$ cat src/rtl/scytale_codec.sv
// Scytale encrypt/decrypt codec: collects a message, then on START_TOKEN streams it
// back permuted through a ready/valid output, padding unwritten grid cells.
module scytale_codec #(
    parameter int                   D_WIDTH       = 8,
    parameter int                   KEY_WIDTH     = 8,
    parameter int                   MAX_NOF_CHARS = 50,
    parameter logic [D_WIDTH-1:0]   START_TOKEN   = 8'hFA,
    parameter logic [D_WIDTH-1:0]   PAD_CHAR      = 8'h00
) (
    input  logic                 clk,
    input  logic                 rst_n,
    input  logic [D_WIDTH-1:0]   data_i,
    input  logic                 valid_i,
    input  logic                 mode_i,
    input  logic [KEY_WIDTH-1:0] key_N,
    input  logic [KEY_WIDTH-1:0] key_M,
    output logic [D_WIDTH-1:0]   data_o,
    output logic                 valid_o,
    input  logic                 ready_i,
    output logic                 busy,
    output logic                 err_o
);
    localparam int CW = $clog2(MAX_NOF_CHARS + 1);
    localparam int LW = 2 * KEY_WIDTH;
    localparam int AW = (MAX_NOF_CHARS > 1) ? $clog2(MAX_NOF_CHARS) : 1;

    typedef enum logic {S_COLLECT, S_EMIT} state_t;

    state_t               r_state, w_state_nxt;
    logic [D_WIDTH-1:0]   r_buf [MAX_NOF_CHARS];
    logic [CW-1:0]        r_count;
    logic                 r_ovf;
    logic [D_WIDTH-1:0]   r_data_o;
    logic                 r_valid_o;
    logic                 r_busy;
    logic                 r_err;
    logic [LW-1:0]        r_len;
    logic [LW-1:0]        r_beat;
    logic [LW-1:0]        r_idx;
    logic [LW-1:0]        r_j;
    logic [KEY_WIDTH-1:0] r_k;
    logic [KEY_WIDTH-1:0] r_stride;
    logic [KEY_WIDTH-1:0] r_inner;

    logic                 w_char, w_token, w_reject, w_xfer, w_last, w_wrap;
    logic [LW-1:0]        w_len, w_next_idx, w_next_j;
    logic [KEY_WIDTH-1:0] w_next_k;
    logic [D_WIDTH-1:0]   w_next_char;

    assign w_char  = (r_state == S_COLLECT) && valid_i && (data_i != START_TOKEN);
    assign w_token = (r_state == S_COLLECT) && valid_i && (data_i == START_TOKEN);
    assign w_len   = LW'(key_N) * LW'(key_M);

    assign w_reject = (key_N == '0) || (key_M == '0) || (r_count == '0) || r_ovf ||
                      (LW'(r_count) > w_len) || (w_len > LW'(MAX_NOF_CHARS));

    assign w_xfer = r_valid_o && ready_i;
    assign w_last = w_xfer && ((r_beat + LW'(1)) == r_len);

    // Index walks by stride within a column; on wrap it restarts at the next column.
    assign w_wrap      = (r_k == (r_inner - 1'b1));
    assign w_next_idx  = w_wrap ? (r_j + LW'(1)) : (r_idx + LW'(r_stride));
    assign w_next_j    = w_wrap ? (r_j + LW'(1)) : r_j;
    assign w_next_k    = w_wrap ? '0 : (r_k + 1'b1);
    assign w_next_char = (w_next_idx < LW'(r_count)) ? r_buf[w_next_idx[AW-1:0]] : PAD_CHAR;

    always_ff @(posedge clk or posedge rst_n) begin
        if (rst_n) r_state <= S_COLLECT;
        else       r_state <= w_state_nxt;
    end

    always_comb begin
        w_state_nxt = r_state;
        case (r_state)
            S_COLLECT: if (w_token && !w_reject) w_state_nxt = S_EMIT;
            S_EMIT:    if (w_last)               w_state_nxt = S_COLLECT;
            default:                             w_state_nxt = S_COLLECT;
        endcase
    end

    // Storage is never cleared; r_count alone marks which entries are live.
    always_ff @(posedge clk) begin
        if (w_char && (r_count < CW'(MAX_NOF_CHARS)))
            r_buf[r_count[AW-1:0]] <= data_i;
    end

    always_ff @(posedge clk or posedge rst_n) begin
        if (rst_n) begin
            r_count   <= '0;
            r_ovf     <= 1'b0;
            r_data_o  <= '0;
            r_valid_o <= 1'b0;
            r_busy    <= 1'b0;
            r_err     <= 1'b0;
            r_len     <= '0;
            r_beat    <= '0;
            r_idx     <= '0;
            r_j       <= '0;
            r_k       <= '0;
            r_stride  <= '0;
            r_inner   <= '0;
        end else begin
            r_err <= 1'b0;
            if (w_char) begin
                if (r_count < CW'(MAX_NOF_CHARS)) r_count <= r_count + 1'b1;
                else                              r_ovf   <= 1'b1;
            end
            if (w_token) begin
                r_ovf <= 1'b0;
                if (w_reject) begin
                    r_err   <= 1'b1;
                    r_count <= '0;
                end else begin
                    r_busy    <= 1'b1;
                    r_valid_o <= 1'b1;
                    r_data_o  <= r_buf[0];
                    r_len     <= w_len;
                    r_beat    <= '0;
                    r_idx     <= '0;
                    r_j       <= '0;
                    r_k       <= '0;
                    r_stride  <= mode_i ? key_M : key_N;
                    r_inner   <= mode_i ? key_N : key_M;
                end
            end
            if (w_xfer) begin
                if (w_last) begin
                    r_valid_o <= 1'b0;
                    r_data_o  <= '0;
                    r_busy    <= 1'b0;
                    r_count   <= '0;
                end else begin
                    r_data_o <= w_next_char;
                    r_beat   <= r_beat + LW'(1);
                    r_idx    <= w_next_idx;
                    r_j      <= w_next_j;
                    r_k      <= w_next_k;
                end
            end
        end
    end

    assign data_o  = r_data_o;
    assign valid_o = r_valid_o;
    assign busy    = r_busy;
    assign err_o   = r_err;
endmodule

$ cat config.mk
export PLATFORM = sky130hd
export DESIGN_NAME = scytale_codec
export DESIGN_NICKNAME = d
export VERILOG_FILES = /design/src/rtl/scytale_codec.sv
export SDC_FILE = /design/constraint.sdc
export NUM_CORES = 1
export LEC_CHECK = 0
export BUFFER_PORTS_ARGS = -buffer_cell sky130_fd_sc_hd__buf_2
export CELL_PAD_IN_SITES_DETAIL_PLACEMENT = 1
export CELL_PAD_IN_SITES_GLOBAL_PLACEMENT = 1
export CORE_ASPECT_RATIO = 0.5
export CORE_MARGIN = 3
export CORE_UTILIZATION = 55
export CTS_BUF_LIST = sky130_fd_sc_hd__clkbuf_4 sky130_fd_sc_hd__clkbuf_8
export DETAILED_ROUTE_END_ITERATION = 10
export MAX_ROUTING_LAYER = met4
export PLACE_DENSITY_LB_ADDON = 0.1
export SYNTH_ARGS = -nofsm -noshare
export SYNTH_HDL_FRONTEND = slang
export SYNTH_SLANG_ARGS = --single-unit
$ cat constraint.sdc
create_clock -name clk -period 10.4 [get_ports clk]
set_input_delay 0.52 -clock clk [delete_from_list [all_inputs] [get_ports clk]]
set_output_delay 0.52 -clock clk [all_outputs]
set_load 0.03 [all_outputs]
==> reports/qor.yml, run 1 <==
synth:
  seq_area_frac_synth_pct: 58.7
  synth_xor_area_share_pct: 2.14
  synth_top_family_by_area: "simple AND/OR/NAND/NOR gates"
  yosysUniqueCellTypes: 82
  synthAdderAreaFrac_pct: 6.01
  synth.area.mux_share_pct: 4.96
  netlist_area_mm2: 0.0250
  synth_simple_gate_area_share_pct: 14.0
  syn_nets: 2249
  synth.avg_cell_area_um2: 11.8
  synth_cells: 2122
  yosysWarnings: 0
  synth-compound-area-share_pct: 10.7
  async_reset_ff_share_pct: 21.1
  synth_enable_flop_cells: 400
  synth.ff_latch_count: 507
  ys.flop_type: "edfxtp_1"
flow_run:
  drv_cap: 0
grt:
  grt_overflow: 0
  grt-busiest-layer: "met2"
  grt_max_degree: 83
  antenna_found_initial: 3
  grt_first_pass_wirelength_mm: 109
  gr-usage-met2_pct: 46.8
  gr-usage-met1_pct: 42.5
  grt_pass1_vias: 17896
  met3_usage_pct: 5.46
  grtUsageTotal_pct: 30.6
power:
  power_frac_seq_pct: 49.5
  p_clk_share_pct: 35.4
  p_per_area_mw_per_mm2: 170
  p_comb_share_pct: 15.2
  ir_worst_vdd_uv: 99.3
  switching_share_pct: 28.6
  internal_power_mw: 3.29
  power_switching_mw: 1.32
  leakagePower_nw: 10.0
  total_power_mw: 4.61
detailed_routing:
  vias: 17579
  antenna_left: 0
  wl_per_cell_um: 25.2
  drtIter0Drc: 1879
  firstDrtPassIters: 5
  drc: 0
  drt-total-wl_mm: 70.4
  viasPerCell: 6.30
setup_path:
  r2r_start: "r_inner[0]$_DFFE_PP0P_"
  crit_path_end_kind: "flip-flop"
  slowest_stage: "mux2i_4"
  path_cells: "inv_1 -> ha_1 -> nor3b_1 -> a21oi_1 -> nor4b_2 -> o211a_4 -> and2_4 -> mux2i_4 -> inv_2 -> ha_1 -> a21o_1 -> a21oi_1 -> nand3_1 -> nor4_1 -> o211ai_1 -> nor4_1 -> a31o_2"
  path_max_fanout: 35
  worstPathArrival_ns: 6.43
  cp.required_ns: 11.01
  rr_worst_depth: 17
  crit_type: "flip-flop to flip-flop"
  r2r-end: "data_o[0]$_DFFE_PP0P_"
  r2r_slack_ns: 4.58
  critPathMaxStageDelay_ns: 0.64
  crit_family: "simple AND/OR/NAND/NOR gates"
  cp-start-kind: "flip-flop"
  cp.buffers_inverters: 2
floorplan:
  die-height_um: 157
  core_area_mm2: 0.0443
  die_x_um: 308
  start_util_pct: 56.5
  num_rows: 54
  ioPinCount: 40
  dieArea_mm2: 0.0482
sta:
  maxSlewHeadroom_pct: 25.8
  tightest_slew_ns: 1.11
  skew_ns: 0.0338
  slew_violations: 0
  rsz0062_at_grt: "no"
  setup_violations: 0
  period_share_pct: 56.0
  setup-tns-final_ns: 0
  finalHoldViolCount: 0
  final.min_clock_period_ns: 5.82
  clock.fmax_mhz: 172
clock_network:
  root_buffer: "clkbuf_8"
  htree_levels: 3
  cts_made_buffers: 73
  clkSinkCount: 507
  clock_path_buffers: 3
  cts.clk_slew.worst_paths_ns: 0.07
  clk_latency_ns: 0.68
  cts_tree: "done"
outcome:
  status: "completed"
finish:
  layout-drive-gt1-share_pct: 10.8
  design_area_mm2: 0.0271
  nets: 2280
  syn_to_final_growth_pct: 8.46
  fillers: 4480
placed_design:
  gp_congestion: 0.870
  post_dp_cell_area_mm2: 0.0257
  numPortBuffers: 39
  dp_hpwl_mm: 46.8
min_path:
  min_to: "r_ovf$_DFFE_PP0P_"
  whs_path_depth: 3
  hold_path_class: "input pin to flip-flop"
  worstHoldStart: "valid_i"
-- kinds of logic after synthesis --
| kind of cell | Yosys count |
|---|---|
| AND/OR/NAND/NOR | 732 |
| multiplexers | 118 |
| adder cells (fa/ha/maj) | 98 |
| AO/OA/AOI/OAI | 408 |
| XOR/XNOR | 61 |
| flip-flops | 507 |
| buffers and inverters | 198 |
-- state kept, by name (all words and copies together) (netlist names), 6 cells and up --
name / cells
r_buf: 400
r_beat: 16
r_idx: 16
r_j: 16
r_len: 16
data_o: 8
r_inner: 8
r_k: 8
r_stride: 8
r_count: 6
-- metal layers --
metal	wire length, µm	vias up
met5	0	-
li1	-	7870
met3	5280	122
met4	1870	0
met1	30900	8886
met2	32300	701
-- repair_timing --
action / CTS / global route
gates resized for setup: 0 / 0
hold buffers: 1 / 0
endpoints found under the setup margin: 0 / 0
setup buffers: 0 / 0
endpoints found under the hold margin: 37 / 0
-- stage by stage --
step	instances	worst slack (ns)	utilization (%)	hold WS (ns)
2_1_floorplan	2122	4.79	-	0.454
3_3_place_gp	2665	4.27	58.0	0.483
3_5_place_dp	2665	4.04	58.0	0.492
4_1_cts	2791	4.69	61.3	0.163
5_1_grt	2792	4.24	61.3	0.164
6_report	2792	4.58	61.3	0.173
-- power groups by stage --
| stage | Clock, mW | Combinational [mW] | Sequential (mW) |
|---|---|---|---|
| final | 1.63 | 0.699 | 2.28 |
| after global routing | 1.75 | 0.782 | 2.28 |
| after global placement | 0 | 0.665 | 2.31 |
| after floorplan | 0 | 0.472 | 2.30 |
| after CTS | 1.65 | 0.692 | 2.28 |
| after detailed placement | 0 | 0.682 | 2.32 |
-- synth_stat cells, types with 14 or more instances --
library cell  count  area (µm²)
fa_1             37         741
clkbuf_1         66         248
xnor2_1          36         315
a21boi_0         22         165
and3_1           21         131
ha_1             61         763
a2bb2oi_1        14         123
a211oi_1         25         188
nor2_1          115         432
nand3_1          88         440
mux2_2           23         259
edfxtp_1        400       12000
nand4_1          18         113
and2_1           73         457
nand2_1         294        1100
xor2_1           25         219
o21ai_0         111         556
inv_1            77         289
nor3_1           27         135
a311oi_1         18         158
buf_2            31         155
dfrtp_1         107        2680
a221oi_1         15         131
a31oi_1          17         106
nor4_1           25         156
a21oi_1          89         445
mux2i_1          92         921
-- how the worst max path moves through the flow --
stage	start	endpoint	slack, ns	cells after the start
final	r_inner[0]$_DFFE_PP0P_	data_o[0]$_DFFE_PP0P_	4.58	17
after global routing	key_N[5]	data_o[0]$_DFFE_PP0P_	4.24	23
after CTS	key_N[5]	data_o[0]$_DFFE_PP0P_	4.69	23
after detailed placement	key_N[5]	data_o[0]$_DFFE_PP0P_	4.04	23
after global placement	key_N[7]	r_j[7]$_DFFE_PP0P_	4.27	21
after floorplan	key_N[5]	r_beat[11]$_DFF_PP0_	4.79	22
-- cell usage in the layout (no fill, tap or decap), types with 61 or more instances in the layout --
cell type  instances
a21oi_1           89
and2_1            72
clkbuf_8          75
dfrtp_1          107
edfxtp_1         400
ha_1              61
inv_1             76
mux2i_1           92
nand2_1          293
nand3_1           86
nor2_1           115
o21ai_0          111
-- cell type report --
class                      instances  area, µm²  share of cell area (%)
multi-input combinational       1417       9490                    35.0
inverter                          83        324                    1.19
clock inverter                    20        186                   0.687
antenna                            1       2.50                 0.00922
sequential                       507      14700                    54.1
timing repair buffer              71        438                    1.61
tap                              588        736                    2.71
clock buffer                     105       1260                    4.64
-- tightest hold or removal path: cells and delay by family --
| family | cells | cell delay (ns) |
|---|---|---|
| buffers and inverters | 1 | 0.12 |
| AOI/OAI and AO/OA | 1 | 0.08 |
| and+or+nand+nor | 1 | 0.08 |
Note: power is estimated with default switching activity, not from simulation.
==> inputs of run 2 (changes only) <==
--- a/config.mk
+++ b/config.mk
@@ -10,7 +10,7 @@
 export CELL_PAD_IN_SITES_GLOBAL_PLACEMENT = 1
 export CORE_ASPECT_RATIO = 0.5
 export CORE_MARGIN = 3
-export CORE_UTILIZATION = 55
+export CORE_UTILIZATION = 49
 export CTS_BUF_LIST = sky130_fd_sc_hd__clkbuf_4 sky130_fd_sc_hd__clkbuf_8
 export DETAILED_ROUTE_END_ITERATION = 10
 export MAX_ROUTING_LAYER = met4
==> constraint.sdc (replaced) <==
create_clock -name clk -period 4.8 [get_ports clk]
set_input_delay 0.24 -clock clk [delete_from_list [all_inputs] [get_ports clk]]
set_output_delay 0.24 -clock clk [all_outputs]
set_load 0.03 [all_outputs]
==> run 2 against run 1 <==
  * Worst hold slack lost 0.093 ns
  * Critical path depth rose by 1
  * Clock-buffer cell count increased by 4
  * Die area increased by 12%
  * Via count increased by 1.7%
  * Core utilization decreased by 4.0 points
  * Sequential cell count stayed put
  * Routed wire length grew 3.2%
  * Design area rose by 4.6%
  * Power rose by 130%
  * Critical path type unchanged
  * Highest routed layer unchanged
==> reports/qor.yml, run 2 (synthesized netlist as in run 1, its figures left out) <==
floorplan:
  die-height_um: 166
  start_util_pct: 50.5
  num_rows: 57
  dieArea_mm2: 0.0540
  core_area_mm2: 0.0495
  ioPinCount: 40
  die_x_um: 326
clock_network:
  clkSinkCount: 507
  cts_made_buffers: 74
  cts_tree: "done"
  clock_path_buffers: 3
  root_buffer: "clkbuf_8"
  clk_latency_ns: 0.69
  htree_levels: 3
  cts.clk_slew.worst_paths_ns: 0.08
setup_path:
  crit_type: "flip-flop to flip-flop"
  path_cells: "inv_1 -> ha_1 -> nor3b_1 -> a21oi_1 -> nor4b_2 -> o211a_4 -> and2_4 -> mux2i_4 -> inv_2 -> ha_1 -> a21o_1 -> a21oi_1 -> nand3_1 -> nor4_2 -> o211ai_1 -> buf_4 -> nor4_2 -> a31o_2"
  cp.buffers_inverters: 3
  worstPathArrival_ns: 5.20
  cp.required_ns: 5.41
  cp.depth: 18
  r2r_slack_ns: 0.21
  slowest_stage: "dfrtp_1"
  crit_path_end_kind: "flip-flop"
  rr_worst_depth: 18
  cp-start-kind: "flip-flop"
  path_max_fanout: 13
  crit_family: "simple AND/OR/NAND/NOR gates"
  critPathMaxStageDelay_ns: 0.41
finish:
  final_cell_mix: "edfxtp_1 (400), nand2_1 (293), buf_4 (119)"
  syn_to_final_growth_pct: 13.5
  antenna_cells: 0
  layout_commonest_cell: "edfxtp_1"
  layout-drive-gt1-share_pct: 15.9
  largest_reg_flops: 400
  fillers: 5112
  nets: 2381
sta:
  setup_violations: 0
  tightest_slew_ns: 1.07
  worst_slack_ns: 0.209
  finalHoldViolCount: 0
  period_share_pct: 95.6
  skew_ns: 0.0387
  final.min_clock_period_ns: 4.59
  clock.fmax_mhz: 218
  slew_violations: 0
  maxSlewHeadroom_pct: 28.4
detailed_routing:
  drc: 0
  vias: 17884
  viasPerCell: 5.97
  antenna_left: 0
  drtIter0Drc: 1496
  firstDrtPassIters: 5
  wl_per_cell_um: 24.3
  drt-total-wl_mm: 72.6
grt:
  antenna_found_initial: 2
  grt_overflow: 0
  met3_usage_pct: 4.91
  grt-busiest-layer: "met2"
  grt_max_degree: 68
  gr-usage-met1_pct: 39.5
  gr-usage-met2_pct: 41.8
  grt_pass1_vias: 18468
  grt_first_pass_wirelength_mm: 112
  grtUsageTotal_pct: 27.6
placed_design:
  numPortBuffers: 39
  dp_hpwl_mm: 48.8
  gp_congestion: 0.898
  dp_slack_ns: -0.345
min_path:
  whs_path_depth: 4
  hold_path_class: "input pin to flip-flop"
power:
  ir_worst_vdd_uv: 201
  leakagePower_nw: 10.6
  p_per_area_mw_per_mm2: 371
  total_power_mw: 10.5
flow_run:
  drv_cap: 0
outcome:
  status: "completed"
run 2: per-layer routing:
layer | part of all wire, % | vias up
li1 | - | 8067
met1 | 46 | 9134
met2 | 46 | 576
met3 | 6.7 | 107
met4 | 1.8 | 0
met5 | 0 | -
run 2: report_power, final:
group	switching (mW)	total (mW)	leakage, nW	internal [mW]
logic	1.04	1.83	4.78	0.790
registers	0.143	4.95	5.02	4.81
clock network	1.82	3.73	0.829	1.91
run 2: per-stage QoR:
| stage | area (µm²) | util, % | hold WS, ns | instances | setup TNS [ns] |
|---|---|---|---|---|---|
| floorplan | 25200 | - | 0.339 | 2122 | 0 |
| global placement | 26600 | 53.7 | 0.478 | 2842 | -7.77 |
| detailed placement | 26600 | 53.7 | 0.489 | 2842 | -17.72 |
| CTS | 28200 | 57.0 | 0.0244 | 2984 | 0 |
| global route | 28400 | 57.3 | 0.0645 | 2994 | -0.00361 |
| finish | 28400 | 57.3 | 0.0803 | 2994 | 0 |
run 2: worst paths after layout:
path | startpoint | to
max in group asynchronous | rst_n | data_o[5]$_DFFE_PP0P_
worst min-delay path | key_M[4] | r_inner[4]$_DFFE_PP0P_
worst min register to register | r_j[15]$_DFFE_PP0P_ | r_j[15]$_DFFE_PP0P_
worst max register to register | r_inner[1]$_DFFE_PP0P_ | data_o[0]$_DFFE_PP0P_
worst max-delay path | r_inner[1]$_DFFE_PP0P_ | data_o[0]$_DFFE_PP0P_
min in group asynchronous | rst_n | r_beat[14]$_DFF_PP0_
run 2: tightest hold or removal path, cell delays in order:
cell and delay [ns]:
buf_2 0.16, buf_4 0.13, mux2i_1 0.06, o21ai_0 0.14
run 2: area by class of cell:
| type | count | area, µm² | area share, % |
|---|---|---|---|
| clock buffer | 109 | 1310 | 4.62 |
| clock inverter | 29 | 245 | 0.864 |
| multi-input combinational | 1418 | 9650 | 34.0 |
| sequential | 507 | 14700 | 51.8 |
| timing repair buffer | 169 | 1280 | 4.51 |
| tap | 678 | 848 | 2.99 |
| inverter | 83 | 345 | 1.22 |
| timing repair inverter | 1 | 8.76 | 0.0309 |
run 2: what timing repair did:
action	CTS	global route
hold buffers	3	0
cloned	0	2
gates resized for setup	2	22
setup endpoints to repair	8	42
pin swaps	1	9
endpoints found under the hold margin	68	0
buffers inserted	1	9
